==> src/rtl/uart_pkg.sv <==
// uart_pkg
//   Shared types and helpers for the UART transmit arbiter slice.
//   - BYTE_W / byte_t : width and type of one transmitted byte
//   - arb_state_e     : arbiter FSM states
//   - WAIT_BUSY_LIMIT : cycles the arbiter waits for tx_busy before giving up
//   - bit_cycles()    : clock cycles per UART bit time
package uart_pkg;

    localparam int unsigned BYTE_W = 8;

    typedef logic [BYTE_W-1:0] byte_t;

    typedef enum logic [2:0] {
        ST_IDLE,
        ST_GRANT,
        ST_WAIT_BUSY,
        ST_SEND,
        ST_GAP
    } arb_state_e;

    // If the transmitter never raises tx_busy within this many cycles after
    // tx_start, the arbiter treats the frame as lost and moves on.
    localparam int unsigned WAIT_BUSY_LIMIT = 4;

    function automatic int unsigned bit_cycles(input int unsigned clk_freq,
                                               input int unsigned baud);
        return clk_freq / baud;
    endfunction

endpackage

==> src/rtl/uart_rr_pick.sv <==
// uart_rr_pick
//   Combinational round-robin selector. The search starts at last_idx+1
//   (modulo NUM_REQ) and returns the first index whose request bit is set.
//   Ports:
//     req      in   NUM_REQ          request vector
//     last_idx in   clog2(NUM_REQ)   index granted most recently
//     winner   out  clog2(NUM_REQ)   selected index (last_idx when none found)
//     found    out  1                at least one request bit was set
module uart_rr_pick #(
    parameter int unsigned NUM_REQ = 4
) (
    input  logic [NUM_REQ-1:0]         req,
    input  logic [$clog2(NUM_REQ)-1:0] last_idx,
    output logic [$clog2(NUM_REQ)-1:0] winner,
    output logic                       found
);

    localparam int unsigned IDX_W = $clog2(NUM_REQ);

    logic [IDX_W-1:0] cand;

    always_comb begin
        winner = last_idx;
        found  = 1'b0;
        cand   = '0;
        // Offsets 1..NUM_REQ visit every index once, ending on last_idx
        // itself so a lone requester can be granted repeatedly.
        for (int unsigned off = 1; off <= NUM_REQ; off++) begin
            cand = IDX_W'((32'(last_idx) + off) % NUM_REQ);
            if (!found && req[cand]) begin
                winner = cand;
                found  = 1'b1;
            end
        end
    end

endmodule

==> src/rtl/uart_tx_arbiter.sv <==
// uart_tx_arbiter
//   Round-robin arbiter that lets NUM_REQ byte producers share one UART
//   transmitter. Each accepted byte is handed to the transmitter with a
//   one-cycle tx_start pulse; after the frame completes (or the transmitter
//   fails to respond) an idle gap of GAP_BITS bit-times is enforced before
//   the next grant.
//
//   Optional feature (macro UART_ARB_LOCK_EN): adds input req_last. A byte
//   granted with req_last[i]=0 locks the arbiter onto requester i until a
//   byte from i is granted with req_last[i]=1.
//
//   Ports:
//     clock      in   1                 system clock, rising edge
//     reset      in   1                 synchronous, active-high
//     req_valid  in   NUM_REQ           requester i has a byte pending
//     req_data   in   NUM_REQ x 8       byte of requester i
//     req_last   in   NUM_REQ           last byte of a locked burst (macro only)
//     req_ready  out  NUM_REQ           one-cycle accept pulse to requester i
//     tx_start   out  1                 one-cycle start pulse to the transmitter
//     tx_data    out  8                 byte to transmit, stable through frame
//     tx_busy    in   1                 transmitter frame in progress
//     grant_id   out  clog2(NUM_REQ)    index of the last granted requester
module uart_tx_arbiter
    import uart_pkg::*;
#(
    parameter int unsigned NUM_REQ  = 4,
    parameter int unsigned CLK_FREQ = 4_992_000,
    parameter int unsigned BAUD     = 9600,
    parameter int unsigned GAP_BITS = 1
) (
    input  logic                       clock,
    input  logic                       reset,
    input  logic [NUM_REQ-1:0]         req_valid,
    input  byte_t [NUM_REQ-1:0]        req_data,
`ifdef UART_ARB_LOCK_EN
    input  logic [NUM_REQ-1:0]         req_last,
`endif
    output logic [NUM_REQ-1:0]         req_ready,
    output logic                       tx_start,
    output byte_t                      tx_data,
    input  logic                       tx_busy,
    output logic [$clog2(NUM_REQ)-1:0] grant_id
);

    localparam int unsigned IDX_W    = $clog2(NUM_REQ);
    localparam int unsigned BIT_CYC  = bit_cycles(CLK_FREQ, BAUD);
    localparam int unsigned GAP_CYC  = GAP_BITS * BIT_CYC;
    // A zero-length gap still spends one cycle in ST_GAP.
    localparam int unsigned GAP_LAST = (GAP_CYC == 0) ? 0 : GAP_CYC - 1;
    localparam int unsigned GAP_W    = (GAP_LAST < 2) ? 1 : $clog2(GAP_LAST + 1);
    localparam logic [IDX_W-1:0] ID_RESET = IDX_W'(NUM_REQ - 1);

    arb_state_e        state_q,    state_d;
    logic [IDX_W-1:0]  grant_id_q, grant_id_d;
    byte_t             tx_data_q,  tx_data_d;
    logic [1:0]        wait_cnt_q, wait_cnt_d;
    logic [GAP_W-1:0]  gap_cnt_q,  gap_cnt_d;

    logic [NUM_REQ-1:0] grant_onehot;
    logic [NUM_REQ-1:0] eligible;
    logic [IDX_W-1:0]   pick_idx;
    logic               pick_found;

    assign grant_onehot = NUM_REQ'(1) << grant_id_q;

`ifdef UART_ARB_LOCK_EN
    logic lock_q, lock_d;

    // While locked, only the owner of the lock (the last granted requester)
    // may compete.
    assign eligible = lock_q ? (req_valid & grant_onehot) : req_valid;
`else
    assign eligible = req_valid;
`endif

    uart_rr_pick #(
        .NUM_REQ (NUM_REQ)
    ) u_pick (
        .req      (eligible),
        .last_idx (grant_id_q),
        .winner   (pick_idx),
        .found    (pick_found)
    );

    always_comb begin
        state_d    = state_q;
        grant_id_d = grant_id_q;
        tx_data_d  = tx_data_q;
        wait_cnt_d = wait_cnt_q;
        gap_cnt_d  = gap_cnt_q;
`ifdef UART_ARB_LOCK_EN
        lock_d     = lock_q;
`endif
        tx_start   = 1'b0;
        req_ready  = '0;

        unique case (state_q)
            ST_IDLE: begin
                // Winner and its byte are captured here so both are already
                // valid on the outputs during the GRANT cycle.
                if (pick_found) begin
                    grant_id_d = pick_idx;
                    tx_data_d  = req_data[pick_idx];
                    state_d    = ST_GRANT;
                end
            end

            ST_GRANT: begin
                tx_start   = 1'b1;
                req_ready  = grant_onehot;
                wait_cnt_d = '0;
`ifdef UART_ARB_LOCK_EN
                lock_d     = ~req_last[grant_id_q];
`endif
                state_d    = ST_WAIT_BUSY;
            end

            ST_WAIT_BUSY: begin
                if (tx_busy) begin
                    state_d = ST_SEND;
                end else if (wait_cnt_q == 2'(WAIT_BUSY_LIMIT - 1)) begin
                    gap_cnt_d = '0;
                    state_d   = ST_GAP;
                end else begin
                    wait_cnt_d = wait_cnt_q + 2'd1;
                end
            end

            ST_SEND: begin
                if (!tx_busy) begin
                    gap_cnt_d = '0;
                    state_d   = ST_GAP;
                end
            end

            ST_GAP: begin
                if (gap_cnt_q == GAP_W'(GAP_LAST)) begin
                    state_d = ST_IDLE;
                end else begin
                    gap_cnt_d = gap_cnt_q + 1'b1;
                end
            end

            default: begin
                state_d = ST_IDLE;
            end
        endcase
    end

    always_ff @(posedge clock) begin
        if (reset) begin
            state_q    <= ST_IDLE;
            grant_id_q <= ID_RESET;
            tx_data_q  <= '0;
            wait_cnt_q <= '0;
            gap_cnt_q  <= '0;
`ifdef UART_ARB_LOCK_EN
            lock_q     <= 1'b0;
`endif
        end else begin
            state_q    <= state_d;
            grant_id_q <= grant_id_d;
            tx_data_q  <= tx_data_d;
            wait_cnt_q <= wait_cnt_d;
            gap_cnt_q  <= gap_cnt_d;
`ifdef UART_ARB_LOCK_EN
            lock_q     <= lock_d;
`endif
        end
    end

    assign tx_data  = tx_data_q;
    assign grant_id = grant_id_q;

endmodule

==> config.mk <==
export PLATFORM = sky130hd
export DESIGN_NAME = uart_tx_arbiter
export DESIGN_NICKNAME = d
export VERILOG_FILES = /design/src/rtl/uart_pkg.sv /design/src/rtl/uart_rr_pick.sv /design/src/rtl/uart_tx_arbiter.sv
export SDC_FILE = /design/constraint.sdc
export NUM_CORES = 1
export LEC_CHECK = 0
export ABC_CLOCK_PERIOD_IN_PS = 3000
export BUFFER_PORTS_ARGS = -buffer_cell sky130_fd_sc_hd__buf_2
export CAP_MARGIN = 25
export CORE_MARGIN = 2
export CORE_UTILIZATION = 35
export CTS_CLUSTER_SIZE = 20
export DETAILED_ROUTE_END_ITERATION = 10
export GPL_TIMING_DRIVEN = 0
export PLACE_DENSITY_LB_ADDON = 0.1
export SLEW_MARGIN = 20
export SYNTH_ARGS = -nofsm -noshare
export SYNTH_HDL_FRONTEND = slang
export SYNTH_SLANG_ARGS = --single-unit
==> constraint.sdc <==
create_clock -name clock -period 3 [get_ports clock]
set_input_delay 0.45 -clock clock [delete_from_list [all_inputs] [get_ports clock]]
set_output_delay 0.45 -clock clock [all_outputs]
set_load 0.05 [all_outputs]
* After elaboration in Yosys (flattened, before gate mapping)
Cells that the tools add are included.
** Operators by class
- $add $sub $neg :: 6
- $lt $le $gt $ge :: 5
- Equality and inequality tests :: 14
- Shift operators :: 1
- Multiplexer cells :: 34
- Reductions and logical operators :: 13
** Operator list (count)
- two-way mux 10 bit :: 4
- one-hot mux 10 bit (3 select lines) :: 1
- binary-select mux 8 bit (select 2 bit) :: 1
- less-than comparator 2 x 3 -> 1 bit (second input constant) :: 5
- two-way mux 3 bit :: 5
- one-hot mux 3 bit (5 select lines) :: 1
- inequality test 2 bit (second input constant) :: 7
- two-way mux 2 bit :: 6
- adder 10 x 1 -> 10 bit (second input constant) :: 1
- == test 10 bit (second input constant) :: 1
- two-way mux 1 bit :: 9
- binary-select mux 1 bit (select 2 bit) :: 4
- two-way mux 8 bit :: 1
- adder 2 x 1 -> 2 bit (second input constant) :: 3
- == test 3 x 2 -> 1 bit (second input constant) :: 2
- AND reduction 5 bit :: 1
- adder 2 bit (second input constant) :: 2
- two-way mux 4 bit :: 1
- one-hot mux 2 bit (2 select lines) :: 1
- AND reduction 4 bit :: 1
- left shift 1 x 2 -> 4 bit (first input constant) :: 1
- == test 3 x 1 -> 1 bit (second input constant) :: 1
- == test 3 bit (second input constant) :: 1
- logical AND 1 bit :: 3
- 8 further kinds :: 10
** Storage, ports and cells
- Bits in registers :: 25
- Bits of input ports :: 39
- Output and inout bits :: 15
- Word-level logic and storage cells :: 78

* Longest topological paths before layout
Gate-level depths: netlist of the first run.
- Word-level depth :: 15
- Depth in mapped cells :: 10
- Gate-level depth less buffers :: 8

* Hierarchy
Synthesis of the first run repeated with hierarchy kept, for this count alone.
** Unflattened totals
- Cell total of the unflattened synthesis :: 177
- Area total of the unflattened synthesis :: 1534.0 µm²
** Modules (own cells, without submodules)
- uart_tx_arbiter :: times used 1, cells an instance 163, area each 1451.4 µm², sequential area each 500.5 µm²
- uart_rr_pick :: times used 1, cells an instance 14, area each 82.6 µm², sequential area each 0.0 µm²

* Least setup slack after synthesis of the first run
No wires, ideal clock.
- Path type :: register to register
- Start point :: reg grant_id_q[0] (netlist: grant_id[0])
- End point :: reg tx_data_q[6] (netlist: tx_data[6])
- Setup time :: 117 ps
- Arrival :: 3111 ps
- Required time :: 2883 ps
- Path slack :: -228 ps
- Stages on the path, launching flop included :: 11
- Buffers on the path :: 2
- Period minus slack after synthesis :: 3228 ps
- Cells stage by stage :: dfxtp_1 > buf_4 > inv_1 > ha_1 > buf_6 > mux2_4 > nand3_2 > o21ai_0 > a31oi_4 > mux4_1 > a22o_1
** On the way
- Longest elaborated chain between the ends :: 15
- Elaborated cells on any way between the ends :: 29
- Those cells by class :: add/sub (4); mux (18); reduce/logical (7)
** Ends and longest elaborated chain
- start, declared :: line uart_tx_arbiter.sv:54 : logic [IDX_W-1:0] grant_id_q, grant_id_d;
- start signal, assigned :: line uart_tx_arbiter.sv:162 : grant_id_q <= grant_id_d;
- adder 2 x 1 -> 2 bit :: line uart_rr_pick.sv:29 : cand = IDX_W'((32'(last_idx) + off) % NUM_REQ);
- binary-select mux 1 bit (select 2 bit) :: line uart_rr_pick.sv:30 : if (!found && req[cand]) begin
- two-way mux 1 bit (implied by the code) :: line uart_rr_pick.sv:30
- two-way mux 1 bit :: line uart_rr_pick.sv:30
- zero test 1 bit :: line uart_rr_pick.sv:30
- logical AND 1 bit :: line uart_rr_pick.sv:30
- two-way mux 1 bit :: line uart_rr_pick.sv:30
- zero test 1 bit :: line uart_rr_pick.sv:30
- logical AND 1 bit :: line uart_rr_pick.sv:30
- two-way mux 1 bit :: line uart_rr_pick.sv:30
- zero test 1 bit :: line uart_rr_pick.sv:30
- logical AND 1 bit :: line uart_rr_pick.sv:30
- two-way mux 2 bit :: line uart_rr_pick.sv:30
- binary-select mux 8 bit (select 2 bit) :: line uart_tx_arbiter.sv:103 : tx_data_d = req_data[pick_idx];
- two-way mux 8 bit (implied by the code) :: line uart_tx_arbiter.sv:103
- end signal, assigned :: line uart_tx_arbiter.sv:163 : tx_data_q <= tx_data_d;
- end, declared :: line uart_tx_arbiter.sv:55 : byte_t tx_data_q, tx_data_d;
Parallel ways exist; a longest one is shown, timed or not. The select of a mux whose other input is x is not followed.
A chain may end at the register's enable or synchronous reset.

* Worst setup path after layout of the first run
Ends and elaborated chain as after synthesis.

==> impl_metrics.csv, run 1 <==
group,metric,value,unit
run_status,status,"finished clean",
sta,fin_crit,2.855,ns
clock_network,htree_levels,1,
sta,max_freq,350.3,MHz
drt,routed_wl,3381,um
place,dp_cells,276,
critical_path,worstPathMaxFanout,13,
sta,skew,0.007938,ns
place,place_worst_setup_slack,0.008713,ns
logic_synthesis,syn_area,1684,um^2
global_routing,grt_use_total,0.1255,
finish,seq_area,505.5,um^2
worst_hold_path,hold_class,"reg -> reg",
finish,final_common_cell,"buf_2",
drt,drc,0,
clock_network,cts_buffers,3,
critical_path,crit_chain,"clkinvlp_4 > ha_1 > buf_6 > mux2_4 > nand3_2 > o21ai_0 > a31oi_4 > buf_12 > mux4_1 > a22o_1",
floorplanning,coreArea,4692,um^2
finish,fillCellCount,467,
global_routing,grt_pass1_vias,1276,
sta,maxSlewHeadroom,0.5629,
power_and_ir_drop,finalPower,1.751,mW
finish,n_antenna_cell,0,
floorplanning,num_rows,25,
sta,finalSetupViolCount,0,
logic_synthesis,synth_top_family_by_area,"simple AND/OR/NAND/NOR gates",
floorplanning,initial_core_util,0.3589,
finish,drive_above_1_share,0.3246,
floorplanning,fp.dieArea,5382,um^2
floorplanning,fp.dieW,73.37,um
logic_synthesis,synthMuxAreaShare,0.1969,
finish,syn_to_final_growth,23.40,%
logic_synthesis,synth_cell_types,45,
drt,via_count,1418,
critical_path,cp_num_cells,10,
logic_synthesis,synth_compound_area_frac,0.1464,
critical_path,startpoint_type,"flip-flop",
logic_synthesis,syn_inst,174,
critical_path,path_buf_inv,3,
drt,firstDrtPassIters,4,
place,hpwl,2604,um
clock_network,cts_tree,"done",
finish,nNetsFinal,274,
finish,multi_input_area,1101,um^2
logic_synthesis,synthXorXnorAreaFrac,0.04681,
global_routing,grt_overflow,0,
critical_path,r2r_cells,10,
floorplanning,chipHeight,73.37,um
logic_synthesis,ys.flop_type,"dfxtp_1",
floorplanning,ios,54,
clock_network,root_buffer,"clkbuf_8",
logic_synthesis,synthArstFlopShare,0,
place,place.gp.congestion,0.7252,
critical_path,crit_end,"tx_data[6]$_SDFFE_PP0P_",
global_routing,antenna_found_initial,0,
power_and_ir_drop,p_leak,0.9102,nW
sta,setup_ws,0.1449,ns
critical_path,path_class,"reg -> reg",
flow_run,max-cap-violations,0,
clock_network,clockBufferDepth,2,
critical_path,end_kind,"flip-flop",
global_routing,grt_pass1_wl,5540,um
sta,rsz0062_at_grt,"no",
logic_synthesis,synth-edff-count,0,
logic_synthesis,synth_warnings,0,
clock_network,insertion_delay,0.27,ns
sta,tightest_slew,0.6497,ns
critical_path,cp.required,3.17,ns
critical_path,r2r_end,"tx_data[6]$_SDFFE_PP0P_",
finish,layout_common_cells,"buf_2, dfxtp_1, nor2_1, nand2_1",
place,io_buffers,48,
drt,vias_per_cell,5.028,
critical_path,critPathArrivalTime,3.03,ns
sta,slew_violations,0,
critical_path,crit_path_start,"grant_id[0]$_SDFFE_PP1P_",
power_and_ir_drop,powerDensity,842.7,nW/um^2
drt,wire_per_inst,11.99,um
logic_synthesis,synth_nets,219,
logic_synthesis,synthAdderAreaFrac,0.04458,
finish,final_cell_count_no_fill,282,
critical_path,cp_top_family,"multiplexers",
logic_synthesis,ys_ff_latch,25,
clock_network,path_clk_slew,0.09,ns
global_routing,grt_max_degree,16,
logic_synthesis,synth_area_per_cell,9.679,um^2
critical_path,r2r-start,"grant_id[0]$_SDFFE_PP1P_",
drt,drt-initial-drc-count,52,
critical_path,max_stage_delay,0.54,ns
sta,hold_violations,0,
critical_path,r2r_slack,0.14,ns
logic_synthesis,yosys.area_share.simple,0.2192,
power_and_ir_drop,ir_worst_vdd,0.3538,mV
clock_network,cts.sink_count,25,
critical_path,cp_slowest_cell,"mux4_1",
drt,ant_nets,0,
clock_network,cts_hold_buf,0,
sta,period_share,0.9517,
logic_synthesis,ys_seq_area_frac,0.2972,
stage by stage:
step / hold slack, ns / utilization / TNS [ns] / cell area (um^2)
3_3_place_gp: 0.4607 / 0.4256 / -0.004861 / 1997
6_report: 0.4781 / 0.4429 / 0 / 2078
5_1_grt: 0.5009 / 0.4429 / 0 / 2078
4_1_cts: 0.4873 / 0.4357 / 0 / 2044
3_5_place_dp: 0.4627 / 0.4256 / 0 / 1997
2_1_floorplan: 0.4839 / - / 0 / 1689
layer usage:
metal | global-route usage | share of wire | vias to the layer above
met5 | 0 | 0 | -
met1 | 0.1733 | 0.51 | 618
met2 | 0.2002 | 0.43 | 41
met4 | 0.03636 | 0.0077 | 0
li1 | - | - | 757
met3 | 0.02332 | 0.056 | 2
cell usage after synthesis, types with 2 or more instances:
cell	count	area, um^2
dfxtp_1	25	500.5
nor2_1	21	78.83
nand2_1	10	37.54
a22o_1	8	70.07
mux2i_1	8	80.08
mux4_1	8	210.2
xnor2_1	8	70.07
buf_2	6	30.03
ha_1	6	75.07
nor4_1	6	37.54
and2_1	5	31.28
inv_1	5	18.77
nor3_1	5	25.02
nor3b_1	5	37.54
o211ai_1	4	30.03
o21ai_0	4	20.02
a21oi_1	3	15.01
clkbuf_1	3	11.26
nand3_1	3	15.01
a31oi_1	2	12.51
and3b_1	2	17.52
mux2_4	2	30.03
nand2b_1	2	12.51
nand3_2	2	20.02
worst min-delay path by stage:
stage	from	endpoint	slack, ns	depth (start not counted)
2_1_floorplan	wait_cnt_q[0]$_SDFFE_PP0P_	wait_cnt_q[0]$_SDFFE_PP0P_	0.48	2
3_3_place_gp	tx_data[3]$_SDFFE_PP0P_	tx_data[3]$_SDFFE_PP0P_	0.46	1
3_5_place_dp	tx_data[5]$_SDFFE_PP0P_	tx_data[5]$_SDFFE_PP0P_	0.46	1
4_1_cts	tx_data[3]$_SDFFE_PP0P_	tx_data[3]$_SDFFE_PP0P_	0.49	1
5_1_grt	tx_data[0]$_SDFFE_PP0P_	tx_data[0]$_SDFFE_PP0P_	0.50	1
6_report	tx_data[3]$_SDFFE_PP0P_	tx_data[3]$_SDFFE_PP0P_	0.48	1
repair_timing:
action                                  CTS  global route
setup buffers                             0             4
gates resized for setup                   0             1
endpoints found under the setup margin    0             8
where the power goes:
| part | internal, mW | switching, mW |
|---|---|---|
| registers | 0.401 | 0.0834 |
| clock network | 0.0948 | 0.109 |
| logic | 0.495 | 0.568 |
| total | 0.991 | 0.760 |
cells by family (layout without fill, tap and decap cells):
kind of cell               Yosys count  after routing
DFF                                 25             25
buffers and inverters               17             71
and+or+nand+nor                     69             69
AOI/OAI and AO/OA                   29             29
muxes                               19             19
adders and majority gates            6              6
xor gates and xnor gates             9              9
state kept, by name, summed over array words and instances, names as in the netlist:
name	flops
state_q	3
wait_cnt_q	2
grant_id	2
tx_data	8
gap_cnt_q	10
cell type report:
cell class	instances	share of cell area
Timing Repair Buffer	52	0.1361
Inverter	5	0.01084
Multi-Input combinational cell	132	0.5298
Sequential cell	25	0.2432
Buffer	10	0.02468
Clock buffer	3	0.01987
Tap cell	54	0.03251
Clock inverter	1	0.003010
No activity file was read; power rests on OpenSTA's default activity.
==> inputs of run 2 (changes only) <==
ABC_CLOCK_PERIOD_IN_PS = 3600   (was 3000)
CAP_MARGIN = 0   (was 25)
CORE_ASPECT_RATIO = 0.7   (was default)
clock period = 3.6 ns   (was 3 ns; I/O delays follow)
==> impl_metrics.csv, run 2 (synthesis gave the netlist of run 1 again) <==
group,metric,value,unit
floorplanning,coreArea,4703,um^2
global_routing,grt_pass1_vias,1269,
sta,skew,0.006817,ns
clock_network,cts.sink_count,25,
drt,m1WireLength,2057,um
place,io_buffers,48,
critical_path,path_class,"reg -> reg",
global_routing,grt_max_degree,16,
power_and_ir_drop,p_switching,644.5,uW
critical_path,r2r_end,"tx_data[6]$_SDFFE_PP0P_",
finish,n_antenna_cell,0,
flow_run,max-cap-violations,0,
clock_network,postCtsSetupRepairBufs,0,
clock_network,cts_buffers,3,
run_status,status,"finished clean",
critical_path,worstPathMaxFanout,10,
place,place.gp.congestion,0.7605,
power_and_ir_drop,switching_share,0.4526,
critical_path,r2r-start,"grant_id[0]$_SDFFE_PP1P_",
finish,largest_reg_flops,10,
power_and_ir_drop,comb_power_share,0.625,
power_and_ir_drop,powerDensity,696.5,nW/um^2
sta,finalSetupViolCount,0,
finish,nNetsFinal,272,
sta,period_share,0.8630,
finish,final_cell_area,2044,um^2
finish,final_common_cell,"buf_2",
place,hpwl,2910,um
sta,slew_violations,0,
worst_hold_path,hold_class,"reg -> reg",
floorplanning,fp.dieW,86.91,um
drt,top_layer,"met4",
drt,firstDrtPassIters,4,
sta,tightest_slew,0.6134,ns
drt,vias_per_cell,5.194,
global_routing,grt_use_total,0.1371,
critical_path,max_stage_delay,0.62,ns
clock_network,root_buffer,"clkbuf_8",
drt,drt-initial-drc-count,63,
worst_hold_path,hp-start,"tx_data[1]$_SDFFE_PP0P_",
power_and_ir_drop,finalPower,1.424,mW
critical_path,crit_chain,"buf_4 > inv_1 > ha_1 > buf_6 > mux2_4 > nand3_2 > o21ai_0 > a31oi_4 > mux4_1 > a22o_1",
sta,finalSetupTns,0,ns
finish,regMostFlops,"gap_cnt_q",
power_and_ir_drop,seq_power_share,0.260,
critical_path,r2r_cells,10,
clock_network,cts_resized,0,
global_routing,grt_pass1_wl,5851,um
critical_path,cp_slowest_cell,"mux4_1",
sta,max_freq,321.9,MHz
floorplanning,initial_core_util,0.3581,
critical_path,startpoint_type,"flip-flop",
finish,final_util,0.4347,
floorplanning,ios,54,
place,post_dp_cell_area,1996,um^2
critical_path,path_buf_inv,3,
floorplanning,chipHeight,62.04,um
critical_path,cp_top_family,"multiplexers",
sta,maxSlewHeadroom,0.5873,
drt,ant_nets,0,
drt,via_count,1470,
clock_network,cts_tree,"done",
power_and_ir_drop,p_leak,0.8966,nW
critical_path,end_kind,"flip-flop",
sta,hold_slack,0.4938,ns
drt,met3_length,262,um
power_and_ir_drop,ir_worst_vdd,0.3606,mV
power_and_ir_drop,clkPwrFrac,0.115,
floorplanning,num_rows,21,
critical_path,r2r_slack,0.49,ns
worst_hold_path,min_to,"tx_data[1]$_SDFFE_PP0P_",
global_routing,antenna_found_initial,0,
drt,drc,0,
sta,fin_crit,3.107,ns
critical_path,cp.required,3.76,ns
floorplanning,fp.dieArea,5391,um^2
critical_path,critPathArrivalTime,3.27,ns
finish,fillCellCount,460,
drt,routed_wl,3754,um
finish,syn_to_final_growth,21.40,%
clock_network,htree_levels,1,
sta,rsz0062_at_grt,"no",
power_and_ir_drop,p_int,779.5,uW
drt,dr_wl_met2,1412,um
drt,wire_per_inst,13.27,um
finish,drive_above_1_share,0.3053,
clock_network,insertion_delay,0.27,ns
clock_network,path_clk_slew,0.09,ns
clock_network,clockBufferDepth,2,
worst_hold_path,hold_depth,1,
clock_network,cts_hold_buf,0,
sta,hold_violations,0,
finish,layout_common_cells,"buf_2, dfxtp_1, nor2_1, nand2_1",
global_routing,grt_overflow,0,
## run 2: power groups by stage
stage | clock [mW] | sequential [mW] | combinational, mW
after CTS | 0.172 | 0.371 | 0.897
final | 0.164 | 0.370 | 0.890
after detailed placement | 0 | 0.375 | 0.897
after global placement | 0 | 0.376 | 0.893
after global routing | 0.178 | 0.378 | 0.953
after floorplan | 0 | 0.531 | 0.564
## run 2: per-layer routing
| metal | global-route usage | vias up |
|---|---|---|
| met5 | 0 | - |
| li1 | - | 759 |
| met4 | 0.01339 | 0 |
| met1 | 0.2071 | 651 |
| met3 | 0.03435 | 2 |
| met2 | 0.2039 | 58 |
## run 2: worst max path at each step
| stage | endpoint | slack (ns) | depth (start not counted) | startpoint |
|---|---|---|---|---|
| floorplan | tx_data[6]$_SDFFE_PP0P_ | 0.37 | 10 | grant_id[0]$_SDFFE_PP1P_ |
| global placement | tx_data[6]$_SDFFE_PP0P_ | 0.48 | 10 | grant_id[0]$_SDFFE_PP1P_ |
| detailed placement | tx_data[6]$_SDFFE_PP0P_ | 0.47 | 10 | grant_id[0]$_SDFFE_PP1P_ |
| CTS | tx_data[6]$_SDFFE_PP0P_ | 0.47 | 10 | grant_id[0]$_SDFFE_PP1P_ |
| global route | tx_data[6]$_SDFFE_PP0P_ | 0.29 | 10 | grant_id[0]$_SDFFE_PP1P_ |
| finish | tx_data[6]$_SDFFE_PP0P_ | 0.49 | 10 | grant_id[0]$_SDFFE_PP1P_ |
## run 2: through the flow
stage               setup slack, ns  std cells
finish                       0.4932        283
global route                 0.2907        283
CTS                          0.4701        283
detailed placement           0.4690        279
global placement             0.4845        279
floorplan                    0.3722        174
## run 2: final cells by class
type / count / area (um^2) / share of cell area
plain buffers: 12 / 63.81 / 0.03121
clock buffers: 3 / 41.29 / 0.02020
clock inverters: 1 / 7.507 / 0.003672
inverters: 5 / 18.77 / 0.009180
multi-input cells: 132 / 1101 / 0.5386
flip-flops and latches: 25 / 500.5 / 0.2448
well taps: 57 / 71.32 / 0.03488
repair buffers: 48 / 240.2 / 0.1175
## run 2: worst reg2reg max path, delay by kind of cell, from the launching register on
family          cells  cell delay, ns
compound gates      3            0.76
fa+ha+maj           1            0.33
buf+inv             3            0.50
flops               1            0.39
mux                 2            0.92
simple gates        1            0.11
==> inputs of run 3 (changes only) <==
CORE_UTILIZATION = 40   (was 35)
==> impl_metrics.csv, run 3 (synthesis gave the netlist of run 1 again) <==
group,metric,value,unit
floorplanning,fp.dieArea,4754,um^2
drt,routed_wl,3775,um
floorplanning,initial_core_util,0.4242,
worst_hold_path,hp-start,"tx_data[1]$_SDFFE_PP0P_",
finish,n_antenna_cell,0,
place,io_buffers,48,
drt,firstDrtPassIters,5,
critical_path,critPathArrivalTime,3.26,ns
critical_path,worstPathMaxFanout,10,
drt,ant_nets,0,
critical_path,r2r_slack,0.51,ns
global_routing,grt_max_degree,15,
clock_network,cts_hold_buf,0,
finish,layout_common_cells,"buf_2, dfxtp_1, nor2_1, nand2_1",
sta,finalSetupTns,0,ns
global_routing,grt_use_total,0.1647,
global_routing,grt_overflow,0,
clock_network,cts_resized,0,
drt,drc,0,
floorplanning,fp.dieW,81.56,um
critical_path,cp.required,3.77,ns
finish,drive_above_1_share,0.3053,
finish,nNetsFinal,272,
critical_path,r2r-start,"grant_id[0]$_SDFFE_PP1P_",
critical_path,r2r_end,"tx_data[6]$_SDFFE_PP0P_",
finish,final_cell_count_no_fill,278,
finish,regMostFlops,"gap_cnt_q",
drt,wire_per_inst,13.58,um
sta,hold_slack,0.4917,ns
sta,max_freq,324.1,MHz
clock_network,clockBufferDepth,2,
drt,drt-initial-drc-count,103,
place,place.gp.congestion,0.9094,
critical_path,r2r_cells,10,
floorplanning,chipHeight,58.29,um
critical_path,end_kind,"flip-flop",
clock_network,cts_buffers,3,
power_and_ir_drop,ir_worst_vdd,0.4052,mV
clock_network,insertion_delay,0.27,ns
finish,fillCellCount,357,
sta,slew_violations,0,
place,dp_cells,274,
worst_hold_path,min_to,"tx_data[1]$_SDFFE_PP0P_",
critical_path,path_class,"reg -> reg",
clock_network,postCtsSetupRepairBufs,0,
clock_network,root_buffer,"clkbuf_8",
finish,seq_area,500.5,um^2
flow_run,max-cap-violations,0,
drt,vias_per_cell,5.486,
clock_network,htree_levels,1,
clock_network,cts_tree,"done",
sta,skew,0.002649,ns
global_routing,grt_pass1_wl,6099,um
sta,finalSetupViolCount,0,
global_routing,antenna_found_initial,0,
worst_hold_path,hold_depth,1,
critical_path,cp_slowest_cell,"mux4_1",
clock_network,cts.sink_count,25,
floorplanning,ios,54,
finish,final_cell_area,2036,um^2
finish,largest_reg_flops,10,
finish,syn_to_final_growth,20.88,%
place,post_dp_cell_area,1989,um^2
floorplanning,num_rows,19,
finish,multi_input_area,1101,um^2
critical_path,startpoint_type,"flip-flop",
power_and_ir_drop,finalPower,1.422,mW
clock_network,path_clk_slew,0.09,ns
sta,period_share,0.8570,
sta,setup_ws,0.5149,ns
floorplanning,coreArea,3970,um^2
sta,maxSlewHeadroom,0.5865,
power_and_ir_drop,powerDensity,698.7,nW/um^2
critical_path,max_stage_delay,0.61,ns
finish,final_util,0.5128,
place,place_worst_setup_slack,0.5010,ns
critical_path,crit_chain,"buf_4 > inv_1 > ha_1 > buf_6 > mux2_4 > nand3_2 > o21ai_0 > a31oi_4 > mux4_1 > a22o_1",
power_and_ir_drop,p_leak,0.9003,nW
worst_hold_path,hold_class,"reg -> reg",
run_status,status,"finished clean",
finish,final_common_cell,"buf_2",
sta,rsz0062_at_grt,"no",
global_routing,grt_pass1_vias,1364,
sta,hold_violations,0,
sta,tightest_slew,0.6146,ns
place,hpwl,2937,um
sta,fin_crit,3.085,ns
drt,via_count,1525,
run 3: cell count changes in the layout (fill, tap and decap cells not counted):
cell,change
clkinvlp_4,-1
clkinv_2,+1
run 3: critical path: cells and delay by family (launching register included):
| kind | cells | cell delay, ns |
|---|---|---|
| buffers and inverters | 3 | 0.50 |
| adder cells (fa/ha/maj) | 1 | 0.33 |
| AO/OA/AOI/OAI | 3 | 0.74 |
| multiplexers | 2 | 0.90 |
| flip-flops | 1 | 0.40 |
| AND/OR/NAND/NOR | 1 | 0.11 |
run 3: worst max path at each step:
stage,start,end,slack [ns]
5_1_grt,grant_id[0]$_SDFFE_PP1P_,tx_data[6]$_SDFFE_PP0P_,0.37
6_report,grant_id[0]$_SDFFE_PP1P_,tx_data[6]$_SDFFE_PP0P_,0.51
3_3_place_gp,grant_id[0]$_SDFFE_PP1P_,tx_data[6]$_SDFFE_PP0P_,0.54
4_1_cts,grant_id[0]$_SDFFE_PP1P_,tx_data[6]$_SDFFE_PP0P_,0.50
2_1_floorplan,grant_id[0]$_SDFFE_PP1P_,tx_data[6]$_SDFFE_PP0P_,0.37
3_5_place_dp,grant_id[0]$_SDFFE_PP1P_,tx_data[6]$_SDFFE_PP0P_,0.50
run 3: cell type report:
type,instances,share of cell area
Inverter,5,0.009219
Sequential cell,25,0.2459
Clock buffer,3,0.02028
Timing Repair Buffer,48,0.1180
Clock inverter,1,0.002459
Buffer,12,0.03135
Multi-Input combinational cell,132,0.5409
Tap cell,52,0.03196
run 3: layer usage:
metal,share of wire,up-vias,global-route usage
met5,0,-,0
met4,0.0077,0,0.04358
met3,0.073,5,0.04294
met2,0.43,63,0.2518
met1,0.49,706,0.2323
li1,-,751,-
run 3: where the power goes:
group	internal (mW)	total, mW	switching (mW)	leakage [nW]
clock	0.0774	0.165	0.0876	0.0255
sequential	0.330	0.370	0.0402	0.204
combinational	0.372	0.887	0.515	0.671
total	0.779	1.42	0.643	0.900
